===== config.mk =====
export PLATFORM = sky130hd
export DESIGN_NAME = lif_neuron_update
export DESIGN_NICKNAME = d
export VERILOG_FILES = /design/src/rtl/lif_neuron_update.sv
export SDC_FILE = /design/constraint.sdc
export NUM_CORES = 1
export LEC_CHECK = 0
export CAP_MARGIN = 20
export CORE_MARGIN = 2
export CORE_UTILIZATION = 35
export CTS_CLUSTER_SIZE = 28
export DETAILED_ROUTE_END_ITERATION = 10
export GPL_TIMING_DRIVEN = 0
export HOLD_SLACK_MARGIN = 0.15
export PLACE_DENSITY = 0.67
export REMOVE_ABC_BUFFERS = 1
export SYNTH_ARGS = -nofsm -noshare
export SYNTH_HDL_FRONTEND = slang
export SYNTH_SLANG_ARGS = --single-unit

===== constraint.sdc =====
create_clock -name clk -period 5.2 [get_ports clk]
set_input_delay 1.3 -clock clk [delete_from_list [all_inputs] [get_ports clk]]
set_output_delay 1.3 -clock clk [all_outputs]
set_load 0.05 [all_outputs]

===== src/rtl/lif_neuron_update.sv =====
// lif_neuron_update: pipelined read-modify-write engine for leaky integrate-and-fire
// membrane potentials. Events (address, current) are accepted in stage 0, the membrane
// RAM read returns in stage S1 where leak, integration and threshold/reset are applied,
// S2 drives the RAM write port, and S3 remembers the last write so back-to-back events
// to one neuron see the newest potential. Spiking addresses go out through a 2-entry FIFO.
// Optional feature macro: LIF_SAT_EN (saturate v_new instead of two's complement wrap).
module lif_neuron_update #(
    parameter int                           DATA_WIDTH = 24,
    parameter int                           ADDR_WIDTH = 10,
    parameter int                           LEAK_SHIFT = 4,
    parameter logic signed [DATA_WIDTH-1:0] THRESHOLD  = 24'sh001000,
    parameter logic signed [DATA_WIDTH-1:0] V_RESET    = 24'sh000000
) (
    input  logic                  clk,
    input  logic                  rst_n,
    input  logic                  in_valid,
    output logic                  in_ready,
    input  logic [ADDR_WIDTH-1:0] in_addr,
    input  logic [DATA_WIDTH-1:0] in_current,
    output logic                  mem_rd_en,
    output logic [ADDR_WIDTH-1:0] mem_rd_addr,
    input  logic [DATA_WIDTH-1:0] mem_rd_data,
    output logic                  mem_wr_en,
    output logic [ADDR_WIDTH-1:0] mem_wr_addr,
    output logic [DATA_WIDTH-1:0] mem_wr_data,
    output logic                  spk_valid,
    input  logic                  spk_ready,
    output logic [ADDR_WIDTH-1:0] spk_addr,
    output logic                  busy
);

    localparam int SW = DATA_WIDTH + 2;
    localparam logic signed [SW-1:0] SAT_MAX = {3'b000, {(DATA_WIDTH-1){1'b1}}};
    localparam logic signed [SW-1:0] SAT_MIN = {3'b111, {(DATA_WIDTH-1){1'b0}}};

    // Pipeline state
    logic                  s1_valid_q, s2_valid_q, s3_valid_q;
    logic [ADDR_WIDTH-1:0] s1_addr_q, s2_addr_q, s3_addr_q;
    logic [DATA_WIDTH-1:0] s1_cur_q, s2_data_q, s3_data_q;

    // Spike FIFO state
    logic [ADDR_WIDTH-1:0] fifo_q [0:1];
    logic                  wr_ptr_q, rd_ptr_q, wr_ptr_d, rd_ptr_d;
    logic [1:0]            count_q, count_d;

    // Datapath signals
    logic                         accept_s, push_s, pop_s, spike_s;
    logic signed [DATA_WIDTH-1:0] v_old_s, leak_s, v_new_s;
    logic signed [SW-1:0]         sum_s;
    logic [DATA_WIDTH-1:0]        wb_data_s;

    // Ready leaves a FIFO slot for every event that may still spike
    assign in_ready    = (({1'b0, count_q} + {2'b00, s1_valid_q}) < 3'd2);
    assign accept_s    = in_valid & in_ready;
    assign mem_rd_en   = accept_s;
    assign mem_rd_addr = in_addr;

    assign mem_wr_en   = s2_valid_q;
    assign mem_wr_addr = s2_addr_q;
    assign mem_wr_data = s2_data_q;

    assign spk_valid   = (count_q != 2'd0);
    assign spk_addr    = fifo_q[rd_ptr_q];
    assign pop_s       = spk_valid & spk_ready;
    assign push_s      = s1_valid_q & spike_s;

    assign busy        = s1_valid_q | s2_valid_q | s3_valid_q | spk_valid;

    // S1 operand select: newest in-flight write wins over the RAM read data
    always_comb begin
        v_old_s = $signed(mem_rd_data);
        if (s2_valid_q && (s2_addr_q == s1_addr_q)) begin
            v_old_s = $signed(s2_data_q);
        end else if (s3_valid_q && (s3_addr_q == s1_addr_q)) begin
            v_old_s = $signed(s3_data_q);
        end else begin
            v_old_s = $signed(mem_rd_data);
        end
    end

    // S1 leak, integrate, width-reduce and threshold
    always_comb begin
        leak_s  = v_old_s >>> LEAK_SHIFT;
        sum_s   = SW'(v_old_s) - SW'(leak_s) + SW'($signed(s1_cur_q));
        v_new_s = sum_s[DATA_WIDTH-1:0];
`ifdef LIF_SAT_EN
        if (sum_s > SAT_MAX) begin
            v_new_s = SAT_MAX[DATA_WIDTH-1:0];
        end else if (sum_s < SAT_MIN) begin
            v_new_s = SAT_MIN[DATA_WIDTH-1:0];
        end else begin
            v_new_s = sum_s[DATA_WIDTH-1:0];
        end
`else
        v_new_s = sum_s[DATA_WIDTH-1:0];
`endif
        spike_s = (v_new_s >= THRESHOLD);
        if (spike_s) begin
            wb_data_s = V_RESET;
        end else begin
            wb_data_s = v_new_s;
        end
    end

    // Spike FIFO pointer and occupancy next-state
    always_comb begin
        wr_ptr_d = wr_ptr_q;
        rd_ptr_d = rd_ptr_q;
        count_d  = count_q;
        if (push_s) begin
            wr_ptr_d = ~wr_ptr_q;
        end else begin
            wr_ptr_d = wr_ptr_q;
        end
        if (pop_s) begin
            rd_ptr_d = ~rd_ptr_q;
        end else begin
            rd_ptr_d = rd_ptr_q;
        end
        if (push_s && !pop_s) begin
            count_d = count_q + 2'd1;
        end else if (pop_s && !push_s) begin
            count_d = count_q - 2'd1;
        end else begin
            count_d = count_q;
        end
    end

    // Pipeline stages and spike FIFO registers
    always_ff @(posedge clk or negedge rst_n) begin
        if (!rst_n) begin
            s1_valid_q <= 1'b0;
            s2_valid_q <= 1'b0;
            s3_valid_q <= 1'b0;
            s1_addr_q  <= '0;
            s2_addr_q  <= '0;
            s3_addr_q  <= '0;
            s1_cur_q   <= '0;
            s2_data_q  <= '0;
            s3_data_q  <= '0;
            fifo_q[0]  <= '0;
            fifo_q[1]  <= '0;
            wr_ptr_q   <= 1'b0;
            rd_ptr_q   <= 1'b0;
            count_q    <= 2'd0;
        end else begin
            s1_valid_q <= accept_s;
            if (accept_s) begin
                s1_addr_q <= in_addr;
                s1_cur_q  <= in_current;
            end
            s2_valid_q <= s1_valid_q;
            s2_addr_q  <= s1_addr_q;
            s2_data_q  <= wb_data_s;
            s3_valid_q <= s2_valid_q;
            s3_addr_q  <= s2_addr_q;
            s3_data_q  <= s2_data_q;
            if (push_s) begin
                fifo_q[wr_ptr_q] <= s1_addr_q;
            end
            wr_ptr_q <= wr_ptr_d;
            rd_ptr_q <= rd_ptr_d;
            count_q  <= count_d;
        end
    end

endmodule


# Word level (Yosys, flattened, before mapping)
# Cells that the tools add are included.
# Widths: inputs -> output; s select.
# totals
reg_bits	129
in_bits	62
out_inout_bits	59
word_cells	56
# classes
n_addsub	5
magnitude_cmp	5
eq_ne	2
muxes	11
n_bitwise	10
reduce_logical	9
# op_table
cell	n
$mux 24	3
$mux 10	4
$add 24x24->24	1
$ge 24x14->1 const B	1
$sub 24x20->24	1
$bwmux 20	1
$eq 10x10->1	2
$demux 10 s1	1
$logic_and 1x1->1	5
$ge 2x2->1 const B	2
$mux 2	2
$not 1->2	2
$reduce_bool 2->1	2
$add 2x1->3	1
$and 1x1->1	3
$lt 3x2->1 const B	1
$or 1x1->1	3
$add 2x1->2 const B	1
$logic_not 1->1	2
$lt 2x1->1 const B	1
$not 1->1	2
$sub 2x1->2 const B	1

# Logic depth before layout (Yosys ltp)
# Gate-level depths: netlist of run 1.
# depth
depth_word	12
depth_mapped	24
depth_no_buf	22

# Worst setup path before layout of run 1
# No wires, ideal clock.
# synth_path
path_kind	flip-flop to flip-flop
start	reg s1_addr_q[4]
end	reg count_q[1]
setup_ns	0.079
arrival_time_ns	5.141
required_ns	5.121
path_slack_ns	-0.020
stages_incl_launch_ff	21
n_path_buf	2
synth_period_minus_slack_ns	5.220
cell_sequence	dfrtp_1 xnor2_1 nand4_1 nor3_1 buf_2 mux2i_1 a21oi_1 fa_1 inv_1 ha_1 clkbuf_1 a21o_1 a21o_1 a221o_1 nor4_1 o21ai_0 nand4b_2 o21a_1 ha_1 nor2_1 xor2_1
# synth_between
elab_chain_cells	11
# synth_lines
item	line	source
start: declaration	38	logic [ADDR_WIDTH-1:0] s1_addr_q, s2_addr_q, s3_addr_q;
start signal: assignment	149	s1_addr_q <= in_addr;
$eq 10x10->1	74	end else if (s3_valid_q && (s3_addr_q == s1_addr_q)) begin
$logic_and 1x1->1	74	
$mux 24	74	
$mux 24 *	72	if (s2_valid_q && (s2_addr_q == s1_addr_q)) begin
$sub 24x20->24 *	84	sum_s = SW'(v_old_s) - SW'(leak_s) + SW'($signed(s1_cur_q));
$add 24x24->24 *	84	
$ge 24x14->1 *	97	spike_s = (v_new_s >= THRESHOLD);
$and 1x1->1 *	65	assign push_s = s1_valid_q & spike_s;
via push_s	47	logic accept_s, push_s, pop_s, spike_s;
$logic_not 1->1	122	end else if (pop_s && !push_s) begin
$logic_and 1x1->1	122	
$reduce_bool 2->1 (no line)	-	
end signal: assignment	163	count_q <= count_d;
end: declaration	44	logic [1:0] count_q, count_d;
# The timed path passes the listed nets; every way through them passes the cells marked *.
# A chain may end at the register's enable or synchronous reset.

# Worst setup path after layout of run 1
# layout_path
start	reg s1_addr_q[7]
end	reg count_q[1]
# The elaborated chain is that of the path after synthesis.

==> flow_metrics.env, run 1 <==
export IMPL_status="finished, final reports clean"
export IMPL_ys_seq_area_frac=0.444
export IMPL_cts_buffer_depth=2
export IMPL_busiest_layer="met2"
export IMPL_hpwl_microns=13500
export IMPL_drive_above_1_share=0.248
export IMPL_holdPathStages=0
export IMPL_synth_area_sq_um=7270
export IMPL_cp_max_fo=9
export IMPL_antenna_left=0
export IMPL_h_tree_depth=4
export IMPL_use_met2=0.279
export IMPL_fmax_mhz=194
export IMPL_cp_required_ps=5540
export IMPL_die_area_sq_um=21900
export IMPL_cts_tree="built"
export IMPL_grt_first_pass_wirelength_microns=29400
export IMPL_syn_avg_cell_area_sq_um=10.6
export IMPL_grt_overflow=0
export IMPL_area_growth_syn_to_layout_pct=38.9
export IMPL_rsz0062_at_grt="yes"
export IMPL_grt_pass1_vias=5625
export IMPL_routedWlPerCell_microns=16.9
export IMPL_grt_max_degree=67
export IMPL_cp_arrival_ps=5480
export IMPL_grt_met3_usage=0.0313
export IMPL_cp_end_kind="register"
export IMPL_ys_ff_latch=129
export IMPL_synth_cell_types=65
export IMPL_final_cell_count_no_fill=1115
export IMPL_dp_slack_ps=-564
export IMPL_drt_first_pass_iters=4
export IMPL_hold_viol=0
export IMPL_numCtsBuffers=17
export IMPL_dp_cells=1050
export IMPL_rows=52
export IMPL_async_flop_share=1.00
export IMPL_slew_violations=0
export IMPL_netlist_instances=689
export IMPL_synth_edf_count=0
export IMPL_antenna_found_initial=0
export IMPL_maxSlewHeadroom=0.600
export IMPL_path_clk_slew_ps=60
export IMPL_first_iter_violations=287
export IMPL_io_buffer_count=120
export IMPL_chipWidth_microns=148
export IMPL_clock_skew_ps=12.3
export IMPL_start_util=0.358
export IMPL_yosys_warnings=0
export IMPL_worstSkewPairLatency_ps=420
export IMPL_wl_microns=18800
export IMPL_io_pins=121
export IMPL_clock_root_buffer="clkbuf_16"
export IMPL_die_y_microns=148
export IMPL_vias_per_cell=4.96
export IMPL_r2r_cells=22
export IMPL_coreArea_sq_um=20300
export IMPL_timing_final_crit_share=0.989
export IMPL_grt_use_total=0.171
export IMPL_worstSetupPathType="reg2reg"
export IMPL_grtUsageMet1=0.233
export IMPL_finalNetCount=943
export IMPL_ys_flop_type="dfrtp_1"
export IMPL_max_cap_viol_count=0
export IMPL_gp_congestion=0.902
export IMPL_hold_class="reg2reg"
export IMPL_final_setup_viol_count=0
export IMPL_max_slew_worst_pin_slew_ps=599
export IMPL_dr_total_vias=5530
export IMPL_start_kind="register"
export IMPL_remaining_drc_errors=0
export IMPL_clock_sinks=129
export IMPL_fin_ws_ps=56.9
export IMPL_period_minus_slack_ps=5140
==> kinds of logic (layout without fill, tap and decap cells) <==
logic type	Yosys count	after routing	share of synthesized area
flops	129	129	0.444
mux	73	73	0.108
xor+xnor	49	49	0.0590
compound gates	149	149	0.136
other cells	0	1	0
buf+inv	110	265	0.0644
simple gates	131	131	0.0879
fa+ha+maj	48	48	0.100
==> per-layer routing <==
metal / vias up / wire length [microns]
met3: 26 / 766
met2: 144 / 9140
li1: 2638 / -
met1: 2722 / 8620
met5: - / 0
met4: 0 / 300
==> worst max-delay path: stages, from the launching register on <==
cell	delay, ps
dfrtp_2	470
xnor2_2	220
nand3_2	140
nor3_4	270
buf_6	150
buf_12	140
mux2i_4	250
a21oi_4	100
xnor2_2	150
ha_1	350
fa_2	440
a211oi_4	280
buf_4	160
o211ai_2	130
nand4_1	240
and3b_1	220
o211ai_1	90
or3_4	450
o21a_4	260
ha_4	160
xor2_1	140
nor2_2	90
xor2_1	140
==> cell type report <==
class,instances,area (sq um)
Multi-Input combinational cell,450,4020
Timing Repair Buffer,162,1630
Fill cell,1808,10200
Inverter,73,278
Tap cell,270,338
Clock inverter,10,136
Antenna cell,1,2.50
Sequential cell,129,3240
Clock buffer,20,457
==> path summary, 6_finish.rpt <==
check	from	endpoint	slack, ps
max in group asynchronous	rst_n	s1_cur_q[20]	3630
min reg2reg	mem_wr_data[1]	s3_data_q[1]	400
min	mem_wr_data[1]	s3_data_q[1]	400
max reg2reg	s1_addr_q[7]	count_q[1]	60
max	s1_addr_q[7]	count_q[1]	60
min in group asynchronous	rst_n	s1_addr_q[7]	860
==> stage by stage <==
step | TNS, ps | instance area (sq um) | util | hold WS, ps
2_1_floorplan | -72190 | 7080 | - | 388
3_3_place_gp | -512270 | 8620 | 0.424 | 378
3_5_place_dp | -17780 | 8760 | 0.431 | 388
4_1_cts | -22.7 | 9560 | 0.471 | 403
5_1_grt | -724 | 10100 | 0.497 | 415
6_report | 0 | 10100 | 0.497 | 402
==> synth_stat cells (all sizes together) (2+ instances only) <==
cell type    n  area share
a211oi       4      0.0055
a21boi       4      0.0041
a21o        21       0.022
a21oi       44       0.030
a221o        2      0.0028
a22oi        2      0.0021
and3         3      0.0026
and4         2      0.0024
buf         19       0.017
clkbuf      18      0.0095
dfrtp      129        0.44
fa          17       0.047
ha          31       0.053
inv         73       0.038
mux2        45       0.070
mux2i       28       0.039
nand2       43       0.022
nand2b       2      0.0017
nand3        7      0.0048
nand4       11      0.0095
nand4b       2      0.0033
nor2        39       0.020
nor3         5      0.0041
nor3b        3      0.0038
nor4         6      0.0060
o211ai       7      0.0098
o21a         9      0.0093
o21ai       39       0.029
o21bai       4      0.0041
or2          4      0.0034
xnor2       30       0.036
xor2        19       0.023
==> sequential cells by signal, summed over array words and instances, names as in the netlist, 2 cells and up <==
| name | flops |
|---|---|
| s1_addr_q | 10 |
| mem_wr_data | 24 |
| s3_data_q | 24 |
| count_q | 2 |
| s1_cur_q | 24 |
| s3_addr_q | 10 |
| fifo_q | 20 |
| mem_wr_addr | 10 |
==> cells in the final DEF (no fill, tap or decap), types with 5 or more instances in the layout <==
| master | Yosys | layout |
|---|---|---|
| mux2_2 | 45 | 45 |
| o21ai_0 | 35 | 28 |
| xnor2_2 | 0 | 8 |
| mux2i_1 | 28 | 26 |
| clkbuf_16 | 0 | 17 |
| xnor2_1 | 30 | 22 |
| a21oi_1 | 44 | 23 |
| o211ai_1 | 5 | 5 |
| a21oi_2 | 0 | 17 |
| ha_2 | 0 | 11 |
| o21a_1 | 9 | 8 |
| fa_1 | 17 | 16 |
| nor2_1 | 39 | 36 |
| ha_1 | 31 | 16 |
| xor2_1 | 19 | 19 |
| nand2_1 | 43 | 42 |
| a21o_1 | 21 | 21 |
| nand4_1 | 11 | 11 |
| inv_1 | 73 | 72 |
| dfrtp_2 | 0 | 8 |
| dfrtp_1 | 129 | 121 |
| buf_4 | 10 | 31 |
| o21ai_1 | 2 | 6 |
| clkdlybuf4s50_1 | 0 | 119 |
| nand3_1 | 7 | 5 |
==> timing repair <==
action                                  4_1_cts  5_1_grt
pin swaps                                    10       22
endpoints found under the setup margin       45       38
gates resized for setup                      31       74
hold buffers                                  0        0
setup buffers                                10       24
Power of run 1 is not shown: default switching activity piles up to over one toggle a cycle in this logic, so the estimate is an artifact.
==> inputs of run 2 (changes only) <==
--- a/config.mk
+++ b/config.mk
@@ -12,7 +12,7 @@
 export DETAILED_ROUTE_END_ITERATION = 10
 export GPL_TIMING_DRIVEN = 0
 export HOLD_SLACK_MARGIN = 0.15
-export PLACE_DENSITY = 0.67
+export PLACE_DENSITY = 0.64
 export REMOVE_ABC_BUFFERS = 1
 export SYNTH_ARGS = -nofsm -noshare
 export SYNTH_HDL_FRONTEND = slang
==> constraint.sdc (replaced) <==
create_clock -name clk -period 5.3 [get_ports clk]
set_input_delay 0.53 -clock clk [delete_from_list [all_inputs] [get_ports clk]]
set_output_delay 0.53 -clock clk [all_outputs]
set_load 0.05 [all_outputs]
==> flow_metrics.env, run 2 (synthesis results as in run 1) <==
export IMPL_worstSetupPathType="reg2reg"
export IMPL_final_setup_viol_count=0
export IMPL_clock_skew_ps=13.2
export IMPL_cp_arrival_ps=5530
export IMPL_area_growth_syn_to_layout_pct=38.3
export IMPL_multi_input_comb_area_sq_um=3970
export IMPL_first_iter_violations=276
export IMPL_start_kind="register"
export IMPL_slew_violations=0
export IMPL_routedWlPerCell_microns=16.7
export IMPL_io_pins=121
export IMPL_maxSlewHeadroom=0.416
export IMPL_mostFrequentLayoutCell="dfrtp_1"
export IMPL_drt_first_pass_iters=4
export IMPL_cts_tree="built"
export IMPL_vias_per_cell=4.96
export IMPL_finalNetCount=942
export IMPL_hold_class="reg2reg"
export IMPL_die_y_microns=148
export IMPL_max_slew_worst_pin_slew_ps=874
export IMPL_finalInstanceArea_sq_um=10100
export IMPL_dr_total_vias=5531
export IMPL_coreArea_sq_um=20300
export IMPL_grt_overflow=0
export IMPL_fmax_mhz=191
export IMPL_clock_root_buffer="clkbuf_16"
export IMPL_insertedDiodeCount=0
export IMPL_hpwl_microns=13600
export IMPL_cp_max_fo=10
export IMPL_max_cap_viol_count=0
export IMPL_gp_congestion=0.850
export IMPL_h_tree_depth=4
export IMPL_n_fill_cell=1847
export IMPL_chipWidth_microns=148
export IMPL_post_route_util=0.495
export IMPL_grt_first_pass_wirelength_microns=29300
export IMPL_start_util=0.358
export IMPL_cp_end_kind="register"
export IMPL_remaining_drc_errors=0
export IMPL_final_cell_mix="dfrtp_1 (122), clkdlybuf4s50_1 (119), inv_1 (73)"
export IMPL_period_minus_slack_ps=5230
export IMPL_antenna_found_initial=0
export IMPL_worstSkewPairLatency_ps=430
export IMPL_hold_viol=0
export IMPL_ff_latch_area_sq_um=3240
export IMPL_wl_microns=18600
export IMPL_path_clk_slew_ps=60
export IMPL_rows=52
export IMPL_place_area_sq_um=8760
export IMPL_grt_pass1_vias=5520
export IMPL_grt_use_total=0.173
export IMPL_hold_ws_ps=405
export IMPL_cp_required_ps=5600
export IMPL_cts_buffer_depth=2
export IMPL_drive_above_1_share=0.235
export IMPL_status="finished, final reports clean"
export IMPL_clock_sinks=129
export IMPL_io_buffer_count=120
export IMPL_numCtsBuffers=17
export IMPL_grt_max_degree=73
export IMPL_antenna_left=0
export IMPL_timing_final_crit_share=0.987
export IMPL_die_area_sq_um=21900
## run 2: cell count changes in the layout (fill, tap and decap cells not counted), moves of 2 or more
| cell | change |
|---|---|
| xnor2_1 | +4 |
| buf_4 | -2 |
| nor4_2 | +3 |
| buf_6 | -2 |
| a21oi_2 | -3 |
| buf_8 | +2 |
| nor4_1 | -2 |
| ha_1 | +2 |
| xnor2_2 | -4 |
| mux2i_1 | -2 |
| a21oi_1 | +4 |
## run 2: metrics by stage
| stage | std cells | setup slack (ps) | setup TNS (ps) |
|---|---|---|---|
| finish | 1114 | 70.0 | 0 |
| global route | 1114 | -84.2 | -579 |
| CTS | 1092 | 10.6 | 0 |
| detailed placement | 1050 | -777 | -27590 |
| global placement | 1042 | -4580 | -388840 |
| floorplan | 652 | -1550 | -67490 |
## run 2: cell type report
class,count,share of cell area
well taps,270,0.0336
clock buffers,22,0.0472
inverters,73,0.0273
multi-input cells,450,0.395
clock inverters,9,0.0131
repair buffers,161,0.162
flip-flops and latches,129,0.322
## run 2: per-layer routing
metal,vias up,part of all wire,global-route usage
met5,-,0,0
met4,0,0.014,0.0457
met3,21,0.045,0.0387
met2,139,0.48,0.285
met1,2736,0.46,0.231
li1,2635,-,-
## run 2: timing repair
item | 4_1_cts | 5_1_grt
hold buffers | 1 | 0
endpoints found under the setup margin | 47 | 39
hold endpoints to repair | 57 | 0
buffers inserted | 10 | 23
pin swaps | 8 | 21
resized for setup | 28 | 65
## run 2: worst max-delay path, cell delays in order (launching register included)
cell      delay (ps)
dfrtp_2          450
xnor2_1          260
nand3_2          150
nor3_4           300
buf_8            170
buf_8            150
mux2i_2          210
nand2_1          110
o21ai_4          100
ha_1             280
xor2_1           170
ha_1             370
o211ai_1         160
o211ai_2         260
nand4_1          270
buf_4            230
a211o_1          320
nand3_2          140
nand4b_4         140
buf_4            170
o211ai_4         190
buf_12           170
mux2_2           340
## run 2: path summary, 6_finish.rpt
| check | from | to | slack (ps) | cells after the start |
|---|---|---|---|---|
| max | s1_addr_q[3] | fifo_q[9] | 70 | 22 |
| min | mem_wr_data[1] | s3_data_q[1] | 410 | 0 |
| max reg2reg | s1_addr_q[3] | fifo_q[9] | 70 | 22 |
| min reg2reg | mem_wr_data[1] | s3_data_q[1] | 410 | 0 |
| max in group asynchronous | rst_n | mem_wr_data[4] | 3930 | 3 |
| min in group asynchronous | rst_n | fifo_q[5] | 640 | 2 |
Power of run 2 is left out for the same reason.
